===== src/rtl/muldiv_pkg.sv =====
`default_nettype none
// ---------------------------------------------------------------------------
// muldiv_pkg - MulDiv function codes, issuer state encoding, default widths.
// Rev 1.0
// ---------------------------------------------------------------------------
package muldiv_pkg;

  localparam int unsigned XLEN_DEFAULT  = 32;
  localparam int unsigned TAG_W_DEFAULT = 5;

  localparam logic [3:0] FN_MUL    = 4'd0;
  localparam logic [3:0] FN_MULH   = 4'd1;
  localparam logic [3:0] FN_MULHSU = 4'd2;
  localparam logic [3:0] FN_MULHU  = 4'd3;
  localparam logic [3:0] FN_DIV    = 4'd4;
  localparam logic [3:0] FN_DIVU   = 4'd5;
  localparam logic [3:0] FN_REM    = 4'd6;
  localparam logic [3:0] FN_REMU   = 4'd7;

  typedef enum logic [2:0] {
    IDLE    = 3'd0,
    REQ     = 3'd1,
    KILLWIN = 3'd2,
    WAIT    = 3'd3,
    DONE    = 3'd4
  } state_e;

endpackage
`default_nettype wire


===== src/rtl/muldiv_lat_counter.sv =====
`default_nettype none
// ---------------------------------------------------------------------------
// muldiv_lat_counter - saturating latency counter, terminal count at TIMEOUT.
// Rev 1.0
// ---------------------------------------------------------------------------
module muldiv_lat_counter #(
  parameter int unsigned LAT_W   = 16,
  parameter int unsigned TIMEOUT = 255
) (
  input  logic             clk_i,
  input  logic             rst_ni,
  input  logic             clear_i,
  input  logic             en_i,
  output logic [LAT_W-1:0] count_o,
  output logic             tc_o
);

  localparam logic [LAT_W-1:0] CNT_MAX = '1;
  localparam logic [LAT_W-1:0] CNT_ONE = {{(LAT_W-1){1'b0}}, 1'b1};
  localparam logic [LAT_W-1:0] CNT_TC  = LAT_W'(TIMEOUT);

  logic [LAT_W-1:0] count_q;
  logic [LAT_W-1:0] count_d;

  // clear together with enable restarts at 1 so the fire cycle itself counts
  always_comb begin
    count_d = count_q;
    if (clear_i) begin
      count_d = en_i ? CNT_ONE : '0;
    end else if (en_i && (count_q != CNT_MAX)) begin
      count_d = count_q + CNT_ONE;
    end
  end

  always_ff @(posedge clk_i or negedge rst_ni) begin
    if (!rst_ni) begin
      count_q <= '0;
    end else begin
      count_q <= count_d;
    end
  end

  assign count_o = count_q;
  assign tc_o    = (count_q >= CNT_TC);

endmodule
`default_nettype wire


===== src/rtl/muldiv_issuer.sv =====
`default_nettype none
// ---------------------------------------------------------------------------
// muldiv_issuer - single-outstanding MulDiv request initiator with kill window,
// response timeout and latency report. Optional MULDIV_ISSUER_STATS_EN adds
// saturating done/killed/timeout counters. Rev 1.0
// ---------------------------------------------------------------------------
module muldiv_issuer
  import muldiv_pkg::*;
#(
  parameter int unsigned XLEN    = XLEN_DEFAULT,
  parameter int unsigned TAG_W   = TAG_W_DEFAULT,
  parameter int unsigned TIMEOUT = 255,
  parameter int unsigned LAT_W   = 16
) (
  input  logic             clock,
  input  logic             reset,
  input  logic             cmd_valid,
  output logic             cmd_ready,
  input  logic [3:0]       cmd_fn,
  input  logic             cmd_dw,
  input  logic [XLEN-1:0]  cmd_in1,
  input  logic [XLEN-1:0]  cmd_in2,
  input  logic             cmd_abort,
  output logic             io_req_valid,
  input  logic             io_req_ready,
  output logic [3:0]       io_req_bits_fn,
  output logic             io_req_bits_dw,
  output logic [XLEN-1:0]  io_req_bits_in1,
  output logic [XLEN-1:0]  io_req_bits_in2,
  output logic [TAG_W-1:0] io_req_bits_tag,
  output logic             io_kill,
  input  logic             io_resp_valid,
  output logic             io_resp_ready,
  input  logic [XLEN-1:0]  io_resp_bits_data,
  input  logic [TAG_W-1:0] io_resp_bits_tag,
  output logic             res_valid,
  input  logic             res_ready,
  output logic [XLEN-1:0]  res_data,
  output logic [TAG_W-1:0] res_tag,
  output logic [LAT_W-1:0] res_latency,
  output logic             err_timeout,
  output logic             err_tag
`ifdef MULDIV_ISSUER_STATS_EN
  ,
  output logic [15:0]      stat_done,
  output logic [15:0]      stat_killed,
  output logic [15:0]      stat_timeout
`endif
);

  state_e           state_q;
  logic             cmd_ready_q;
  logic             req_valid_q;
  logic             resp_ready_q;
  logic             res_valid_q;
  logic [3:0]       fn_q;
  logic             dw_q;
  logic [XLEN-1:0]  in1_q;
  logic [XLEN-1:0]  in2_q;
  logic [TAG_W-1:0] tag_q;
  logic [XLEN-1:0]  res_data_q;
  logic [TAG_W-1:0] res_tag_q;
  logic [LAT_W-1:0] res_lat_q;
  logic             err_timeout_q;
  logic             err_tag_q;

  logic             cmd_fire;
  logic             req_fire;
  logic             resp_fire;
  logic             res_fire;
  logic             in_flight;
  logic             kill_evt;
  logic             done_evt;
  logic             tmo_evt;
  logic [LAT_W-1:0] lat_count;
  logic             lat_tc;

  assign cmd_fire  = cmd_valid & cmd_ready_q;
  assign req_fire  = req_valid_q & io_req_ready;
  assign resp_fire = io_resp_valid & resp_ready_q;
  assign res_fire  = res_valid_q & res_ready;
  assign in_flight = (state_q == KILLWIN) || (state_q == WAIT);

  // Kill beats a coincident response; a response beats a coincident timeout.
  assign kill_evt = (state_q == KILLWIN) & cmd_abort;
  assign done_evt = in_flight & resp_fire & ~kill_evt;
  assign tmo_evt  = (state_q == WAIT) & ~resp_fire & lat_tc;

  muldiv_lat_counter #(
    .LAT_W   (LAT_W),
    .TIMEOUT (TIMEOUT)
  ) u_lat_counter (
    .clk_i   (clock),
    .rst_ni  (reset),
    .clear_i (req_fire),
    .en_i    (req_fire | in_flight),
    .count_o (lat_count),
    .tc_o    (lat_tc)
  );

  always_ff @(posedge clock or negedge reset) begin
    if (!reset) begin
      state_q       <= IDLE;
      cmd_ready_q   <= 1'b1;
      req_valid_q   <= 1'b0;
      resp_ready_q  <= 1'b0;
      res_valid_q   <= 1'b0;
      fn_q          <= '0;
      dw_q          <= 1'b0;
      in1_q         <= '0;
      in2_q         <= '0;
      tag_q         <= '0;
      res_data_q    <= '0;
      res_tag_q     <= '0;
      res_lat_q     <= '0;
      err_timeout_q <= 1'b0;
      err_tag_q     <= 1'b0;
    end else begin
      case (state_q)
        IDLE: begin
          if (cmd_fire) begin
            fn_q          <= cmd_fn;
            dw_q          <= cmd_dw;
            in1_q         <= cmd_in1;
            in2_q         <= cmd_in2;
            err_timeout_q <= 1'b0;
            cmd_ready_q   <= 1'b0;
            req_valid_q   <= 1'b1;
            state_q       <= REQ;
          end
        end
        REQ: begin
          if (req_fire) begin
            req_valid_q  <= 1'b0;
            resp_ready_q <= 1'b1;
            state_q      <= KILLWIN;
          end
        end
        KILLWIN, WAIT: begin
          if (kill_evt || tmo_evt) begin
            tag_q        <= tag_q + 1'b1;
            resp_ready_q <= 1'b0;
            cmd_ready_q  <= 1'b1;
            state_q      <= IDLE;
            if (tmo_evt) begin
              err_timeout_q <= 1'b1;
            end
          end else if (done_evt) begin
            res_data_q   <= io_resp_bits_data;
            res_tag_q    <= io_resp_bits_tag;
            res_lat_q    <= lat_count;
            tag_q        <= tag_q + 1'b1;
            resp_ready_q <= 1'b0;
            res_valid_q  <= 1'b1;
            state_q      <= DONE;
            if (io_resp_bits_tag != tag_q) begin
              err_tag_q <= 1'b1;
            end
          end else begin
            state_q <= WAIT;
          end
        end
        DONE: begin
          if (res_fire) begin
            res_valid_q <= 1'b0;
            cmd_ready_q <= 1'b1;
            state_q     <= IDLE;
          end
        end
        default: begin
          state_q      <= IDLE;
          cmd_ready_q  <= 1'b1;
          req_valid_q  <= 1'b0;
          resp_ready_q <= 1'b0;
          res_valid_q  <= 1'b0;
        end
      endcase
    end
  end

  assign cmd_ready       = cmd_ready_q;
  assign io_req_valid    = req_valid_q;
  assign io_req_bits_fn  = fn_q;
  assign io_req_bits_dw  = dw_q;
  assign io_req_bits_in1 = in1_q;
  assign io_req_bits_in2 = in2_q;
  assign io_req_bits_tag = tag_q;
  assign io_kill         = kill_evt;
  assign io_resp_ready   = resp_ready_q;
  assign res_valid       = res_valid_q;
  assign res_data        = res_data_q;
  assign res_tag         = res_tag_q;
  assign res_latency     = res_lat_q;
  assign err_timeout     = err_timeout_q;
  assign err_tag         = err_tag_q;

`ifdef MULDIV_ISSUER_STATS_EN
  logic [15:0] stat_done_q;
  logic [15:0] stat_killed_q;
  logic [15:0] stat_timeout_q;

  always_ff @(posedge clock or negedge reset) begin
    if (!reset) begin
      stat_done_q    <= '0;
      stat_killed_q  <= '0;
      stat_timeout_q <= '0;
    end else begin
      if (done_evt && (stat_done_q != 16'hFFFF)) begin
        stat_done_q <= stat_done_q + 16'd1;
      end
      if (kill_evt && (stat_killed_q != 16'hFFFF)) begin
        stat_killed_q <= stat_killed_q + 16'd1;
      end
      if (tmo_evt && (stat_timeout_q != 16'hFFFF)) begin
        stat_timeout_q <= stat_timeout_q + 16'd1;
      end
    end
  end

  assign stat_done    = stat_done_q;
  assign stat_killed  = stat_killed_q;
  assign stat_timeout = stat_timeout_q;
`endif

endmodule
`default_nettype wire


===== config.mk =====
export PLATFORM = sky130hd
export DESIGN_NAME = muldiv_issuer
export DESIGN_NICKNAME = d
export VERILOG_FILES = /design/src/rtl/muldiv_pkg.sv /design/src/rtl/muldiv_lat_counter.sv /design/src/rtl/muldiv_issuer.sv
export SDC_FILE = /design/constraint.sdc
export NUM_CORES = 1
export LEC_CHECK = 0
export BUFFER_PORTS_ARGS = -buffer_cell sky130_fd_sc_hd__clkbuf_2
export CAP_MARGIN = 20
export CORE_MARGIN = 10
export CORE_UTILIZATION = 40
export CTS_BUF_LIST = sky130_fd_sc_hd__clkbuf_8 sky130_fd_sc_hd__clkbuf_16
export DETAILED_ROUTE_END_ITERATION = 10
export PLACE_DENSITY_LB_ADDON = 0.1
export SLEW_MARGIN = 5
export SYNTH_ARGS = -nofsm -noshare
export SYNTH_HDL_FRONTEND = slang
export SYNTH_SLANG_ARGS = --single-unit

===== constraint.sdc =====
create_clock -name clock -period 2.15 [get_ports clock]
set_clock_uncertainty 0.1 [all_clocks]
set_input_delay 0.43 -clock clock [delete_from_list [all_inputs] [get_ports clock]]
set_output_delay 0.43 -clock clock [all_outputs]
set_load 0.01 [all_outputs]

==> results.md, run 1 <==
* Global-route wire length before repair at ~26 mm
* Path type of the worst setup path: flip-flop to flip-flop
* Die area at 20,850 um^2
* CTS tree: built
* Final net count at between 800 and 900
* Setup TNS at 0 ns
* EDFF count, synth at 0
* Most frequent cells in the layout: clkbuf_2 (245), dfrtp_1 (151), mux2_2 (113)
* VDD IR-drop max at 710.7 uV
* Post-synthesis register bit count at approximately 150
* Post-synthesis async set-or-reset flop share at 1.000
* Register area share after synthesis at 0.6148
* Max_slew headroom at 0.6898
* Synth Area per Inst at around 14 um^2
* Status: finished, final reports clean
* Worst Path Arrival at approximately 2.2 ns
* First drt pass iteration count at 4
* # clock sinks at around 150
* Htree depth at 4
* Synth warnings at 0
* Switching Share at 0.3295
* Grt ovf at 0
* Syn-to-layout area delta at 34.25%
* Clock share of power at 0.249
* Crit path capture type: flip-flop
* Post-route insts no fill at ~900
* Int Pwr at a little over 0.008 W
* Post-Place Worst Slack at between 0.1 and 0.15 ns
* Mapped cell area at ~6200 um^2
* Final Cycle Share at 0.9310
* Worst-path maximum fanout at 8
* PwrDens at between 1000 and 1500 nW/um^2
* Final ANT Viol Nets at 0
* # fillers at between 1,000 and 1,500
* Hold depth at 2
* Fraction of layout cells with a size suffix above 1 at 0.5926
* Worst R2R End: u_lat_counter.count_o[6]
* P_leak at 4.200 nW
* Startpoint Class: flip-flop
* Commonest non-fill, non-tap cell in the layout: clkbuf_2
* Comb power frac at 0.348
* Dpl cells at between 800 and 900
* R2r setup slk at approximately 0.15 ns
* HPWL Detailed at 12.93 mm
* Hold WC Path Type: input pin to flip-flop
* Clk_lat worst skew at a little over 0.4 ns
* Core Box Area at between 15,000 and 20,000 um^2
* Via count at around 4,400
* Tot GR Track Use at 0.1611
* Fmax at 499.6 MHz
* Initial Util at 0.4071
* RePlAce Congestion at about 0.84
* Count of cell types in the netlist at 48
* Drt initial violations at approximately 150
* Max-slew violations at 0
* # IOs at between 200 and 250
* Drt drc at 0
* Clock buffer depth at 2
* Reg power frac at 0.403
* # rows at 45
* Placed instance area at between 7000 and 8000 um^2
* WL per Instance at 18.75 um
* Initial antenna violation count at 0
* Switching pwr at 0.003971 W
* Fin. Hold Viols at 0
* Drt via density at ~4.9
* Register area at around 3800 um^2
* Die Wd at between 100 and 150 um
* RSZ-0062 raised after global routing: no
* Worst R2R Start: u_lat_counter.count_o[0]
* CTS Root Cell: clkbuf_16
* Syn_nets at roughly 540
* CTS Buf Count at 17
* Worst EP required at about 2.4 ns
* PnR worst setup slack at ~0.15 ns
* Clk slew on worst S/H paths at roughly 0.060 ns
* Final WL at between 15 and 20 mm
* R2R cell count at 6
* Primary FF master, synth: dfrtp_1
* Antenna Cells at 0
* Vias in the first global route at between 4,000 and 5,000
* Max-cap viol count at 0
* Hold Path Sink: res_data[15]
* Port Buf Inserts at roughly 250
* Post-synthesis cell count at around 430
* Post-route cell area at a little over 8000 um^2
* Worst slew pin tran at between 0.4 and 0.5 ns
* Area of the multi-input gates at 2250 um^2
* HP Start: io_resp_bits_data[15]
* Die extent in y at ~140 um
* Final setup fails at 0
* Pin count of the biggest net entering global routing at 72
* Clock period minus worst slack at approximately 2 ns
-- flip-flops by register name, indices dropped and copies added, names as in the netlist --
signal / flops
io_req_bits_tag: 5
io_req_bits_in1: 32
res_latency: 16
res_valid: 1
io_resp_ready: 1
io_req_bits_fn: 4
cmd_ready: 1
io_req_bits_dw: 1
res_tag: 5
err_tag: 1
res_data: 32
io_req_valid: 1
state_q: 3
io_req_bits_in2: 32
err_timeout: 1
u_lat_counter.count_o: 16
-- critical path, cell delays in order, from the launching register on --
cell and delay (ns):
dfrtp_1 0.41, ha_2 0.25, nand4_1 0.19, and4b_1 0.50, and3b_2 0.25, xnor2_1 0.14
nor2_1 0.05
-- cells by family (layout without fill, tap and decap cells) --
family          after synthesis  count (layout)  share of synthesized area
xor+xnor                     20              20                    0.02831
compound gates               26              26                    0.02851
buf+inv                      24             297                    0.02548
flops                       152             152                     0.6148
mux                         123             123                     0.2238
simple gates                 82              82                    0.07501
fa+ha+maj                     2               2                   0.004043
-- power groups by stage --
stage / Combinational, W / Clock (W) / Sequential (W)
2_1_floorplan: 0.00176 / 0 / 0.00537
3_3_place_gp: 0.00422 / 0 / 0.00483
3_5_place_dp: 0.00431 / 0 / 0.00490
4_1_cts: 0.00432 / 0.00308 / 0.00487
5_1_grt: 0.00462 / 0.00320 / 0.00504
6_report: 0.00420 / 0.00300 / 0.00485
-- worst max path at each step --
stage / to / startpoint / depth (start not counted)
floorplan: io_req_bits_tag[1] / u_lat_counter.count_o[0] / 5
global placement: res_data[18] / cmd_abort / 5
detailed placement: io_req_bits_tag[1] / u_lat_counter.count_o[0] / 5
CTS: io_req_bits_tag[1] / u_lat_counter.count_o[0] / 5
global route: io_resp_ready / u_lat_counter.count_o[0] / 6
finish: u_lat_counter.count_o[6] / u_lat_counter.count_o[0] / 6
-- final cells by class --
| class | instances | area share |
|---|---|---|
| clock buffers | 18 | 0.05286 |
| clock inverters | 14 | 0.01898 |
| inverters | 3 | 0.001355 |
| multi-input cells | 253 | 0.2708 |
| flip-flops and latches | 152 | 0.4580 |
| well taps | 188 | 0.02831 |
| repair buffers | 262 | 0.1697 |
-- per-stage QoR --
stage	hold WS (ns)	power (W)	utilization
6_report	0.1374	0.01205	0.5465
5_1_grt	0.1265	0.01286	0.5465
2_1_floorplan	0.03441	0.007131	-
3_3_place_gp	0.2661	0.009045	0.5049
4_1_cts	0.1213	0.01227	0.5449
3_5_place_dp	0.2689	0.009211	0.5049
-- cell usage after synthesis, drive strengths merged, types with 2 or more instances --
cell / instances / share of area
a21oi: 4 / 0.0032
nand2b: 2 / 0.0020
and3: 3 / 0.0040
inv: 3 / 0.0018
xnor2: 9 / 0.013
nor4: 2 / 0.0020
nor3: 5 / 0.0067
a31oi: 3 / 0.0030
nand2: 21 / 0.013
dfrtp: 151 / 0.61
o21a: 2 / 0.0024
mux2: 123 / 0.22
clkbuf: 2 / 0.0012
and4: 3 / 0.0042
nand3: 8 / 0.0073
nand4: 9 / 0.0091
buf: 19 / 0.022
o21ai: 6 / 0.0055
ha: 2 / 0.0040
o31ai: 2 / 0.0024
nor2: 20 / 0.012
xor2: 11 / 0.016
a211oi: 2 / 0.0024
-- layer usage --
| metal | GRT usage | share of wire |
|---|---|---|
| met2 | 0.2609 | 0.50 |
| met1 | 0.1761 | 0.37 |
| met3 | 0.08823 | 0.11 |
| met5 | 0 | 0 |
| met4 | 0.05372 | 0.014 |
-- what timing repair did --
| item | 4_1_cts | 5_1_grt |
|---|---|---|
| setup endpoints to repair | 0 | 3 |
| resized for setup | 0 | 3 |
| hold buffers | 1 | 0 |
| buffers inserted | 0 | 1 |
| endpoints found under the hold margin | 35 | 0 |
Note: power is estimated with default switching activity, not from simulation.
==> run 2: changes to the inputs <==
- clock period: 2.15 -> 1.75 ns (I/O delays scaled with it)
==> results.md, run 2 (same netlist as run 1, synthesis figures left out) <==
* # IOs at 247
* Fraction of layout cells with a size suffix above 1 at 0.6456
* Status: finished, violations left
* # clock sinks at around 150
* Grt ovf at 0
* Comb power frac at 0.374
* Failing checks: negative setup slack
* Die area at roughly 21,000 um^2
* P_leak at about 4.6 nW
* Setup TNS at -2.124 ns
* Switching pwr at 0.005077 W
* Final net count at between 800 and 900
* PwrDens at between 1500 and 2000 nW/um^2
* Worst slew pin tran at ~0.36 ns
* # rows at between 40 and 50
* Vias in the first global route at just over 5,000
* Startpoint Class: flip-flop
* Tot GR Track Use at 0.1668
* Path type of the worst setup path: flip-flop to flip-flop
* WL per Instance at roughly 19 um
* Max_slew headroom at 0.7590
* Antenna Cells at 0
* Clk slew on worst S/H paths at 0.06 ns
* Die Wd at between 100 and 150 um
* Core Box Area at between 15,000 and 20,000 um^2
* Hold WC Path Type: input pin to flip-flop
* Most frequent cells in the layout: clkbuf_2 (244), dfrtp_1 (151), mux2_2 (80)
* Register area at roughly 3800 um^2
* Pin count of the biggest net entering global routing at between 40 and 50
* Commonest non-fill, non-tap cell in the layout: clkbuf_2
* Worst Path Arrival at ~2 ns
* CTS Root Cell: clkbuf_16
* Initial Util at 0.4071
* Worst EP required at a little under 2 ns
* Final ANT Viol Nets at 0
* Drt via density at a little under 5
* Via count at ~4,600
* Final Cycle Share at 1.052
* HPWL Detailed at approximately 13 mm
* Clock share of power at 0.255
* Syn-to-layout area delta at 47.01%
* Clk_lat worst skew at about 0.42 ns
* Int Pwr at around 0.011 W
* PnR worst setup slack at -0.09040 ns
* Switching Share at 0.3175
* Die extent in y at about 140 um
* Max-cap viol count at 0
* Final setup fails at between 40 and 50
* Crit path capture type: flip-flop
* Drt initial violations at about 220
* CTS Buf Count at 17
* VDD IR-drop max at just under 1000 uV
* Clock buffer depth at 2
* Fmax at 543.4 MHz
* Htree depth at 4
* Port Buf Inserts at between 200 and 250
* Fin. Hold Viols at 0
* Final WL at ~18 mm
* # fillers at 1,256
* Clock period minus worst slack at around 1.8 ns
* Post-Place Worst Slack at -0.06729 ns
* Initial antenna violation count at 0
* Drt drc at 0
* RSZ-0062 raised after global routing: yes
* First drt pass iteration count at 4
* Reg power frac at 0.371
* Area of the multi-input gates at approximately 2500 um^2
* RePlAce Congestion at about 0.83
* CTS tree: built
* Global-route wire length before repair at ~27 mm
* Max-slew violations at 0
* Worst-path maximum fanout at 16
## run 2: path summary, 6_finish.rpt
path	slack [ns]	from	cells past startpoint	end
worst max-delay path	-0.09	state_q[1]	5	res_data[19]
worst min-delay path	0.05	io_resp_bits_data[17]	2	res_data[17]
worst max register to register	-0.09	state_q[1]	5	res_data[19]
worst min register to register	0.36	err_tag	1	err_tag
max in group asynchronous	0.69	reset	3	io_req_bits_dw
min in group asynchronous	0.28	reset	2	res_latency[5]
## run 2: timing repair
action / 4_1_cts / 5_1_grt
buffers inserted: 3 / 9
resized for setup: 12 / 64
hold endpoints to repair: 24 / 0
pin swaps: 8 / 18
cloned: 2 / 5
hold buffers: 1 / 0
setup endpoints to repair: 64 / 127
## run 2: final cells by class
type                            count  area share
Clock inverter                     12     0.02159
Multi-Input combinational cell    253      0.2703
Inverter                            3    0.001238
Sequential cell                   152      0.4182
Clock buffer                       20     0.05130
Tap cell                          188     0.02586
Timing Repair Buffer              305      0.2115
## run 2: per-layer routing
metal  routed length (um)  up-vias  track usage
li1                     -     2124            -
met1                 6732     2267       0.1809
met2                 9142      178       0.2757
met3                 1815       31      0.08003
met4                  373        0      0.06543
met5                    0        -            0
## run 2: critical path, cell delays in order (launching register included)
cell and delay [ns]:
dfrtp_1 0.41, and4bb_2 0.28, nor3_4 0.22, buf_6 0.19, buf_12 0.17, mux2_2 0.34
## run 2: power by group through the flow
| stage | registers, W | clock network (W) | logic, W |
|---|---|---|---|
| floorplan | 0.00660 | 0 | 0.00220 |
| global placement | 0.00590 | 0 | 0.00535 |
| detailed placement | 0.00597 | 0 | 0.00547 |
| CTS | 0.00594 | 0.00417 | 0.00560 |
| global route | 0.00617 | 0.00433 | 0.00648 |
| finish | 0.00594 | 0.00407 | 0.00598 |
## run 2: through the flow
stage	hold WS [ns]	area, um^2	std cells	util	power (W)
floorplan	-0.04559	6203	429	-	0.008794
global placement	0.1541	7883	881	0.5185	0.01125
detailed placement	0.1571	7883	881	0.5185	0.01144
CTS	0.03640	8695	919	0.5719	0.01570
global route	0.04337	9097	933	0.5984	0.01698
finish	0.05498	9097	933	0.5984	0.01599
==> run 3: changes to the inputs <==
- clock period: 1.75 -> 2.04 ns (I/O delays scaled with it)
==> results.md, run 3 (same netlist as run 1, synthesis figures left out) <==
* Path type of the worst setup path: flip-flop to output pin
* First drt pass iteration count at 4
* Port Buf Inserts at around 250
* Worst Path Arrival at roughly 1.4 ns
* # IOs at ~250
* Die extent in y at 144.4 um
* Commonest non-fill, non-tap cell in the layout: clkbuf_2
* Hold depth at 2
* RePlAce Congestion at 0.8086
* Startpoint Class: flip-flop
* Final Cycle Share at 0.9182
* Drt drc at 0
* CTS tree: built
* Post-layout util at 0.5541
* Htree depth at 4
* Clk slew on worst S/H paths at approximately 0.060 ns
* Tot GR Track Use at 0.1561
* Hold Path Sink: res_data[15]
* Post-route insts no fill at 896
* Drt initial violations at ~140
* Most frequent cells in the layout: clkbuf_2 (245), dfrtp_1 (151), mux2_2 (113)
* Core Box Area at 15,200 um^2
* WL per Instance at about 18 um
* Antenna Cells at 0
* HP Start: io_resp_bits_data[15]
* Clock period minus worst slack at ~1.9 ns
* Initial antenna violation count at 0
* P_leak at around 4.3 nW
* Worst R2R End: io_req_bits_tag[1]
* Max_slew headroom at 0.6844
* Fraction of layout cells with a size suffix above 1 at 0.5918
* Global-route wire length before repair at approximately 25 mm
* Placed instance area at 7734 um^2
* Initial Util at 0.4071
* Grt ovf at 0
* Dpl cells at around 860
* HPWL Detailed at approximately 13 mm
* R2r setup slk at 0.19 ns
* Final setup fails at 0
* Syn-to-layout area delta at 36.11%
* Drt via density at between 4 and 5
* Final ANT Viol Nets at 0
* Die area at between 20,000 and 25,000 um^2
* Setup TNS at 0 ns
* Clock buffer depth at 2
* Vias in the first global route at roughly 4,800
* RSZ-0062 raised after global routing: no
* R2R cell count at 5
* Pin count of the biggest net entering global routing at 72
* Status: finished, final reports clean
* Via count at about 4,400
* VDD IR-drop max at roughly 700 uV
* # rows at 45
* CTS Buf Count at 17
* Fin. Hold Viols at 0
* # clock sinks at roughly 150
* PwrDens at 1546 nW/um^2
* Clk_lat worst skew at roughly 0.4 ns
* Worst-path maximum fanout at 3
* # fillers at 1,308
* Max-slew violations at 0
* CTS Root Cell: clkbuf_16
* Max-cap viol count at 0
* Final net count at 810
* Fmax at around 530 MHz
* Final Power at 0.01303 W
* Worst R2R Start: u_lat_counter.count_o[1]
* Post-route cell area at roughly 8400 um^2
* Hold WC Path Type: input pin to flip-flop
* Crit path capture type: output pin
* Die Wd at 144.4 um
* Final WL at between 15 and 20 mm
* Worst EP required at 1.53 ns
* Worst slew pin tran at roughly 0.47 ns
==> run 3: cell types whose count changed in the layout (fill, tap and decap cells not counted), sizes merged <==
cell / before / now
inv: 5 / 7
bufinv: 5 / 6
clkbuf: 268 / 262
buf: 56 / 22
==> run 3: metrics by stage <==
stage                     hold WS [ns]  setup slack (ns)
after detailed placement        0.2591            0.1179
after floorplan                0.01241            0.2155
after global placement          0.2507            0.1855
after CTS                      0.09283            0.1146
after global routing           0.09875           0.02821
final                           0.1129            0.1668
==> run 3: layout make-up <==
cell class                      instances  area (um^2)  share of cell area
Clock buffer                           17        425.4             0.05051
Clock inverter                         15        234.0             0.02778
Inverter                                3        11.26            0.001337
Multi-Input combinational cell        253         2245              0.2665
Sequential cell                       152         3805              0.4517
Tap cell                              188        235.2             0.02793
Timing Repair Buffer                  268         1468              0.1742
==> run 3: what timing repair did <==
action / CTS / global route
setup buffers: 0 / 1
endpoints found under the hold margin: 36 / 0
gates resized for setup: 0 / 2
setup endpoints to repair: 0 / 3
hold buffers: 1 / 0
==> run 3: layer usage <==
metal	routed length, um	global-route usage	up-vias	share of wire
li1	-	-	2055	-
met1	6124	0.1764	2130	0.38
met2	7979	0.2518	159	0.50
met3	1675	0.08331	16	0.10
met4	184	0.04309	0	0.012
met5	0	0	-	0
==> run 3: where the power goes <==
part,total [W],switching [W],internal (W)
combinational,0.00445,0.00219,0.00226
sequential,0.00510,0.000754,0.00435
clock,0.00347,0.00119,0.00228
total,0.0130,0.00414,0.00889
==> run 3: how the worst max path moves through the flow <==
stage                                         from  cells after the start  slack (ns)                 end
after floorplan           u_lat_counter.count_o[0]                      5        0.22  io_req_bits_tag[1]
after global placement    u_lat_counter.count_o[1]                      5        0.19  io_req_bits_tag[1]
after detailed placement  u_lat_counter.count_o[1]                      5        0.12  io_req_bits_tag[1]
after CTS                 u_lat_counter.count_o[1]                      5        0.11  io_req_bits_tag[1]
after global routing      u_lat_counter.count_o[1]                      7        0.03          state_q[1]
final                                   state_q[0]                      2        0.17             io_kill
==> run 3: critical path: stages, from the launching register on <==
cell and delay [ns]:
dfrtp_1 0.40, and4bb_1 0.38, clkbuf_2 0.18
